<file path="src/rtl/seq_divider_32_bit_if.sv">
// Start/busy/done handshake and operand/result bus for the sequential divider.
interface seq_divider_32_bit_if #(
    parameter int unsigned WIDTH = 32
);
    logic             start;
    logic [WIDTH-1:0] dividend;
    logic [WIDTH-1:0] divisor;
    logic             busy;
    logic             done;
    logic [WIDTH-1:0] quotient;
    logic [WIDTH-1:0] remainder;
    logic             div_by_zero;

    modport master (
        output start, dividend, divisor,
        input  busy, done, quotient, remainder, div_by_zero
    );

    modport slave (
        input  start, dividend, divisor,
        output busy, done, quotient, remainder, div_by_zero
    );
endinterface

</file>
<file path="src/rtl/seq_divider_32_bit.sv">
// Multi-cycle unsigned restoring divider: one shared subtractor (a + ~b + 1),
// one trial subtraction per clock, start/busy/done handshake.
module seq_divider_32_bit #(
    parameter int unsigned WIDTH = 32
) (
    input  logic                 clk,
    input  logic                 rst,
    seq_divider_32_bit_if.slave  bus
);
    localparam int unsigned CW = $clog2(WIDTH + 1);
    localparam int unsigned SW = WIDTH + 2;

    typedef enum logic [1:0] {
        IDLE = 2'd0,
        RUN  = 2'd1,
        DONE = 2'd2
    } state_t;

    state_t           state_q, state_d;
    logic [WIDTH-1:0] r_q, r_d;
    logic [WIDTH-1:0] q_q, q_d;
    logic [WIDTH-1:0] v_q, v_d;
    logic [CW-1:0]    count_q, count_d;
    logic [WIDTH-1:0] quotient_d;
    logic [WIDTH-1:0] remainder_d;
    logic             dbz_d;

    // Shared trial subtractor, WIDTH+1 bits wide; carry-out 1 means no borrow.
    logic [WIDTH:0]   sub_a;
    logic [WIDTH:0]   sub_b;
    logic [SW-1:0]    sub_sum;
    logic             nb;
    logic [WIDTH-1:0] t_low;
    logic             sub_unused;

    assign sub_a      = {r_q, q_q[WIDTH-1]};
    assign sub_b      = {1'b0, v_q};
    assign sub_sum    = {1'b0, sub_a} + {1'b0, ~sub_b} + SW'(1);
    assign nb         = sub_sum[WIDTH+1];
    assign t_low      = sub_sum[WIDTH-1:0];
    // When nb=1 the difference is below V, so its top bit is always zero.
    assign sub_unused = sub_sum[WIDTH];

    // Next-state and datapath update.
    always_comb begin
        state_d     = state_q;
        r_d         = r_q;
        q_d         = q_q;
        v_d         = v_q;
        count_d     = count_q;
        quotient_d  = bus.quotient;
        remainder_d = bus.remainder;
        dbz_d       = bus.div_by_zero;

        unique case (state_q)
            IDLE: begin
                if (bus.start) begin
                    v_d   = bus.divisor;
                    dbz_d = 1'b0;
                    if (bus.divisor == '0) begin
                        quotient_d  = '1;
                        remainder_d = bus.dividend;
                        dbz_d       = 1'b1;
                        state_d     = DONE;
                    end else begin
                        r_d     = '0;
                        q_d     = bus.dividend;
                        count_d = CW'(WIDTH);
                        state_d = RUN;
                    end
                end
            end
            RUN: begin
                // Partial remainder stays below V, so a shift that fails the
                // trial subtraction never overflows WIDTH bits.
                if (nb) begin
                    r_d = t_low;
                    q_d = {q_q[WIDTH-2:0], 1'b1};
                end else begin
                    r_d = {r_q[WIDTH-2:0], q_q[WIDTH-1]};
                    q_d = {q_q[WIDTH-2:0], 1'b0};
                end
                count_d = count_q - CW'(1);
                if (count_q == CW'(1)) begin
                    quotient_d  = q_d;
                    remainder_d = r_d;
                    state_d     = DONE;
                end
            end
            DONE: begin
                state_d = IDLE;
            end
            default: begin
                state_d = IDLE;
            end
        endcase
    end

    // State, datapath and registered outputs.
    always_ff @(posedge clk or posedge rst) begin
        if (rst) begin
            state_q         <= IDLE;
            r_q             <= '0;
            q_q             <= '0;
            v_q             <= '0;
            count_q         <= '0;
            bus.quotient    <= '0;
            bus.remainder   <= '0;
            bus.div_by_zero <= 1'b0;
            bus.busy        <= 1'b0;
            bus.done        <= 1'b0;
        end else begin
            state_q         <= state_d;
            r_q             <= r_d;
            q_q             <= q_d;
            v_q             <= v_d;
            count_q         <= count_d;
            bus.quotient    <= quotient_d;
            bus.remainder   <= remainder_d;
            bus.div_by_zero <= dbz_d;
            bus.busy        <= (state_d != IDLE);
            bus.done        <= (state_d == DONE);
        end
    end
endmodule

</file>
<file path="src/flat_wrapper.sv">
// flat-port wrapper written by rule: the top's interface ports become plain ports
module seq_divider_32_bit_flat 
#(
    parameter int unsigned WIDTH = 32
)
  (clk, rst, bus_start, bus_dividend, bus_divisor, bus_busy, bus_done, bus_quotient, bus_remainder, bus_div_by_zero);
  seq_divider_32_bit_if #(.WIDTH(WIDTH)) bus_i ();
  input  logic clk;
  input  logic rst;
  input wire logic [$bits(bus_i.start)-1:0] bus_start;
  input wire logic [$bits(bus_i.dividend)-1:0] bus_dividend;
  input wire logic [$bits(bus_i.divisor)-1:0] bus_divisor;
  output wire logic [$bits(bus_i.busy)-1:0] bus_busy;
  output wire logic [$bits(bus_i.done)-1:0] bus_done;
  output wire logic [$bits(bus_i.quotient)-1:0] bus_quotient;
  output wire logic [$bits(bus_i.remainder)-1:0] bus_remainder;
  output wire logic [$bits(bus_i.div_by_zero)-1:0] bus_div_by_zero;
  assign bus_i.start = bus_start;
  assign bus_i.dividend = bus_dividend;
  assign bus_i.divisor = bus_divisor;
  assign bus_busy = bus_i.busy;
  assign bus_done = bus_i.done;
  assign bus_quotient = bus_i.quotient;
  assign bus_remainder = bus_i.remainder;
  assign bus_div_by_zero = bus_i.div_by_zero;
  seq_divider_32_bit #(.WIDTH(WIDTH)) u_core (.clk(clk), .rst(rst), .bus(bus_i));
endmodule
</file>
<file path="config.mk">
export PLATFORM = sky130hd
export DESIGN_NAME = seq_divider_32_bit_flat
export DESIGN_NICKNAME = d
export VERILOG_FILES = /design/src/rtl/seq_divider_32_bit_if.sv /design/src/rtl/seq_divider_32_bit.sv /design/src/flat_wrapper.sv
export SDC_FILE = /design/constraint.sdc
export NUM_CORES = 1
export LEC_CHECK = 0
export CAP_MARGIN = 10
export CORE_UTILIZATION = 55
export DETAILED_ROUTE_END_ITERATION = 10
export GPL_TIMING_DRIVEN = 0
export PLACE_DENSITY = 0.91
export SYNTH_ARGS = -nofsm -noshare
export SYNTH_HDL_FRONTEND = slang
export SYNTH_SLANG_ARGS = --single-unit
</file>
<file path="constraint.sdc">
create_clock -name clk -period 6.5 [get_ports clk]
set_clock_uncertainty 0.1 [all_clocks]
set_input_delay 1.3 -clock clk [delete_from_list [all_inputs] [get_ports clk]]
set_output_delay 1.3 -clock clk [all_outputs]
set_load 0.02 [all_outputs]
</file>
==> results.md <==
- The flow ran to the end, and the final reports show no timing, DRC or antenna violations.
- The die is 130.3 µm wide.
- The worst ir drop on vdd is 349.2 µV.
- In this run the core area contains 46 standard-cell rows.
- The core occupancy in the finished layout is 70.64%.
- Setup violations remaining at the end of the flow were counted as 0.
- After clock tree synthesis, the flow added hold-fix buffers numbering 0.
- The standard cell core area is 0.01600 mm².
- The top cell type by area accounts for 47.25% of the synthesized area.
- For this run, the register share of the synthesized area comes to 47.25%.
- The total die area is 0.01698 mm².
- The clock period could shrink to 3.805 ns.
- From synthesis to final layout, the design area changed by 24.81%.
- Counting both buffers and inverters, the worst setup path holds a total of 3.
- The final critical path takes up 58.54% of the cycle.
- The total chip power is 7411 µW.
- The total congestion overflow is 0.
- The power density normalized to cell area is 655.7 mW/mm².
- The iteration-0 DRC count of the detailed router is 1,193.
- The total CTS buffers is 17.
- Setup repair after global routing left no endpoint under its margin.
- The worst slack on hold paths is 0.3672 ns.
- The via count of the first global-routing pass is 8,573.
- The endpoint arrival time on the critical path is 4.10 ns.
- For the worst setup path, the data required time is 6.79 ns.
- The startpoint-to-endpoint class of the critical path is in2reg.
- The synthesized design contains 0 enable-type register cells.
- The number of vias per cell is 6.132.
- The initial standard-cell utilization of the core is 56.60%.
- The delay of the slowest cell on the worst path is 0.47 ns.
- The post-synth design cell area is 0.009056 mm².
- In this run the worst path has a maximum fanout of 10.
- The first detailed-routing pass ran for 6 iterations.
- On the critical path, the stage with the largest delay is an instance of clkbuf_1.
- Wires add up to 27.19 mm.
- The net count of the finished layout is 1,308.
- Entering global routing, the biggest net connects 97 pins.
- The initial antenna violation count is 0.
- The signal on the critical path passes through clkdlybuf4s50_1 -> nor4_1 -> nand4_1 -> nor2_1 -> nand3_1 -> a21o_1 -> clkinv_1 -> clkbuf_1 -> o21ai_0 -> nand2_1.
- After synthesis, the netlist uses 61 different library cells.
- In this run the remaining antenna-violating nets after routing total 0.
- The clock passes through at most 2 buffers.
- The transition time of the tightest slew-check pin is 0.7804 ns.
- From bottom edge to top edge, the die measures 130.3 µm.
- 0 antenna diodes ended up in the layout.
- The reported max-cap violation count is 0.
- The number of endpoints with negative hold slack in the final report is 0.
- The number of input and output port buffers inserted is 133.
- The clock tree root buffer cell is clkbuf_16.
- Detailed routing inserted a total of 8,800 vias.
- The average detailed-routed wire length per instance is 18.95 µm.
- In this run the tightest slew margin relative to its limit is 47.78%.
- CTS saw 171 sinks.
- On the critical path the largest part of the delay comes from simple AND/OR/NAND/NOR gates.
- The global-route wire length before repair is 42.98 mm.
- CTS built an H-tree with a depth of 4.
- The async set or reset register ratio after synthesis is 100.0%.
- The global routing usage summed across all routing layers is 33.64%.
- The post-synthesis cell type with the largest combined area is dfrtp_1.
- Synthesis produced a netlist with a net count of 1,155.
- The remaining routing DRC violations is 0.
- The tightest min-delay check is of the reg2reg type.
- By area the synthesized netlist is led by dfrtp_1 (47%), nand2_1 (10%), o21ai_0 (5.4%).
- Derived from the worst setup path, the maximum achievable clock frequency is 262.8 MHz.
- The post-route netlist has 4.266% of its cells at a drive strength greater than 1.
- After synthesis the netlist holds a flip-flop and latch count of 171.
- The warning count from the yosys run is 0.
- The congestion estimate from routability-driven global placement came to 0.9154.
- The average instance area after synthesis is 8.600 µm².
- The total setup buffers inserted after CTS is 0.
- The cell leakage power is 0.005078 µW.
- The sort of element at the start of the critical path is a primary input.
- The HPWL reported at the end of detailed placement is 20.08 mm.
- The number of cells upsized or downsized after cts is 0.
- The most used flip-flop cell after synthesis is dfrtp_1.
- Clock-pin slew was measured on the worst setup and hold paths at 0.07 ns.
- The clock tree from TritonCTS is done.
- The I/O pin total is 134.
- The clock insertion delay at the later pin of the skew report is 0.45 ns.
- The worst setup path is captured at a flop.
- The synthesized instance count is 1,053.
- The number of pins exceeding their max-slew limit in the final report is 0.
==> stage by stage <==
stage | std cells | cell area, µm² | setup TNS, ns | worst slack, ns
6_report | 1435 | 11300 | 0 | 2.695
5_1_grt | 1435 | 11300 | 0 | 2.506
4_1_cts | 1435 | 11300 | 0 | 2.727
3_5_place_dp | 1403 | 10690 | 0 | 2.305
3_3_place_gp | 1402 | 10660 | -279.32 | -1.644
2_1_floorplan | 1053 | 9056 | 0 | 0.4682
==> final cells by class <==
cell class | count | area, µm²
inverters | 46 | 180.2
plain buffers | 61 | 250.2
repair buffers | 134 | 1359
multi-input cells | 775 | 4354
clock buffers | 18 | 439.2
fillers | 1200 | 4697
well taps | 216 | 270.3
clock inverters | 14 | 171.4
flip-flops and latches | 171 | 4279
==> per-layer routing <==
metal | vias to the layer above | GRT usage (%) | wire (µm)
met1 | 4229 | 41.67 | 10340
met5 | - | 0 | 0
met4 | 0 | 16.69 | 1180
met3 | 108 | 8.036 | 2432
li1 | 3968 | - | -
met2 | 495 | 55.23 | 13230
==> layout by cell type (no fill, tap or decap), types with 3 or more instances in the layout <==
| master | count |
|---|---|
| nand4_1 | 10 |
| inv_1 | 44 |
| a31oi_1 | 42 |
| buf_1 | 5 |
| nor3_1 | 8 |
| clkbuf_16 | 17 |
| o21ai_0 | 98 |
| ha_1 | 34 |
| nor2_1 | 86 |
| inv_6 | 3 |
| or3_1 | 10 |
| nand2_1 | 243 |
| inv_8 | 6 |
| a41oi_1 | 7 |
| mux2_1 | 6 |
| o22ai_1 | 3 |
| nor2b_1 | 3 |
| o21ai_1 | 3 |
| o211ai_1 | 7 |
| and3_1 | 3 |
| nor4_1 | 13 |
| xnor2_1 | 14 |
| mux2i_1 | 11 |
| clkdlybuf4s50_1 | 133 |
| a311oi_1 | 3 |
| o21a_1 | 5 |
| nand3_1 | 34 |
| clkbuf_1 | 51 |
| mux2_2 | 4 |
| clkinv_4 | 3 |
| a21oi_1 | 50 |
| xor2_1 | 12 |
| o221ai_1 | 10 |
| a21o_1 | 16 |
| dfrtp_1 | 171 |
| o21bai_1 | 3 |
| nand2b_1 | 5 |
==> power breakdown <==
| group | internal [µW] | leakage [µW] | switching [µW] |
|---|---|---|---|
| combinational | 1720 | 0.00271 | 2670 |
| sequential | 1590 | 0.00207 | 377 |
| clock | 562 | 0.000301 | 494 |
| total | 3880 | 0.00508 | 3540 |
==> tightest hold or removal path: stages (launching register included) <==
cell and delay, ns:
dfrtp_1 0.34, nand2_1 0.05, nand2_1 0.05
==> cell usage after synthesis (3+ instances only) <==
cell type  count
nor4_1        13
xnor2_1       14
o22ai_1        3
nand2_1      243
o21bai_1       3
ha_1          34
a41oi_1        7
or3_1         10
nor3_1         8
o21ai_0       98
o21ai_1        3
inv_1         45
o211ai_1       7
nand3_1       34
nand4_1       10
clkbuf_1      51
a311oi_1       3
and3_1         3
a21oi_1       50
buf_1          5
a21o_1        16
nand2b_1       5
nor2_1        86
mux2_2         4
o221ai_1      10
mux2_1         6
xor2_1        12
mux2i_1       11
dfrtp_1      171
a31oi_1       42
o21a_1         5
nor2b_1        3
==> worst paths after layout <==
| check | from | to | slack (ns) | depth (start not counted) |
|---|---|---|---|---|
| max in group asynchronous | rst | u_core.r_q[5] | 4.22 | 3 |
| hold reg to reg | u_core.bus.quotient[28] | u_core.bus.quotient[28] | 0.37 | 2 |
| setup / recovery | bus_divisor[4] | u_core.bus.quotient[1] | 2.69 | 10 |
| min in group asynchronous | rst | u_core.bus.quotient[29] | 1.22 | 2 |
| setup reg to reg | u_core.r_q[3] | u_core.bus.remainder[2] | 2.87 | 12 |
| hold / removal | u_core.bus.quotient[28] | u_core.bus.quotient[28] | 0.37 | 2 |
==> sequential cells by signal, summed over array words and instances (netlist names) <==
register,flops
u_core.bus.done,1
u_core.count_q,6
u_core.bus.div_by_zero,1
u_core.v_q,32
u_core.bus.busy,1
u_core.bus.remainder,32
u_core.state_q,2
u_core.bus.quotient,32
u_core.q_q,32
u_core.r_q,32
==> kinds of logic (layout without fill, tap and decap cells) <==
logic type               Yosys count  in the layout  share of synthesized area (%)
AND/OR/NAND/NOR                  425            425                          19.84
AO/OA/AOI/OAI                    266            266                          18.02
XOR/XNOR                          26             26                          2.515
flip-flops                       171            171                          47.25
multiplexers                      23             23                          2.791
adder cells (fa/ha/maj)           35             35                          4.919
buffers and inverters            107            273                          4.670
Note: power is estimated with default switching activity, not from simulation.
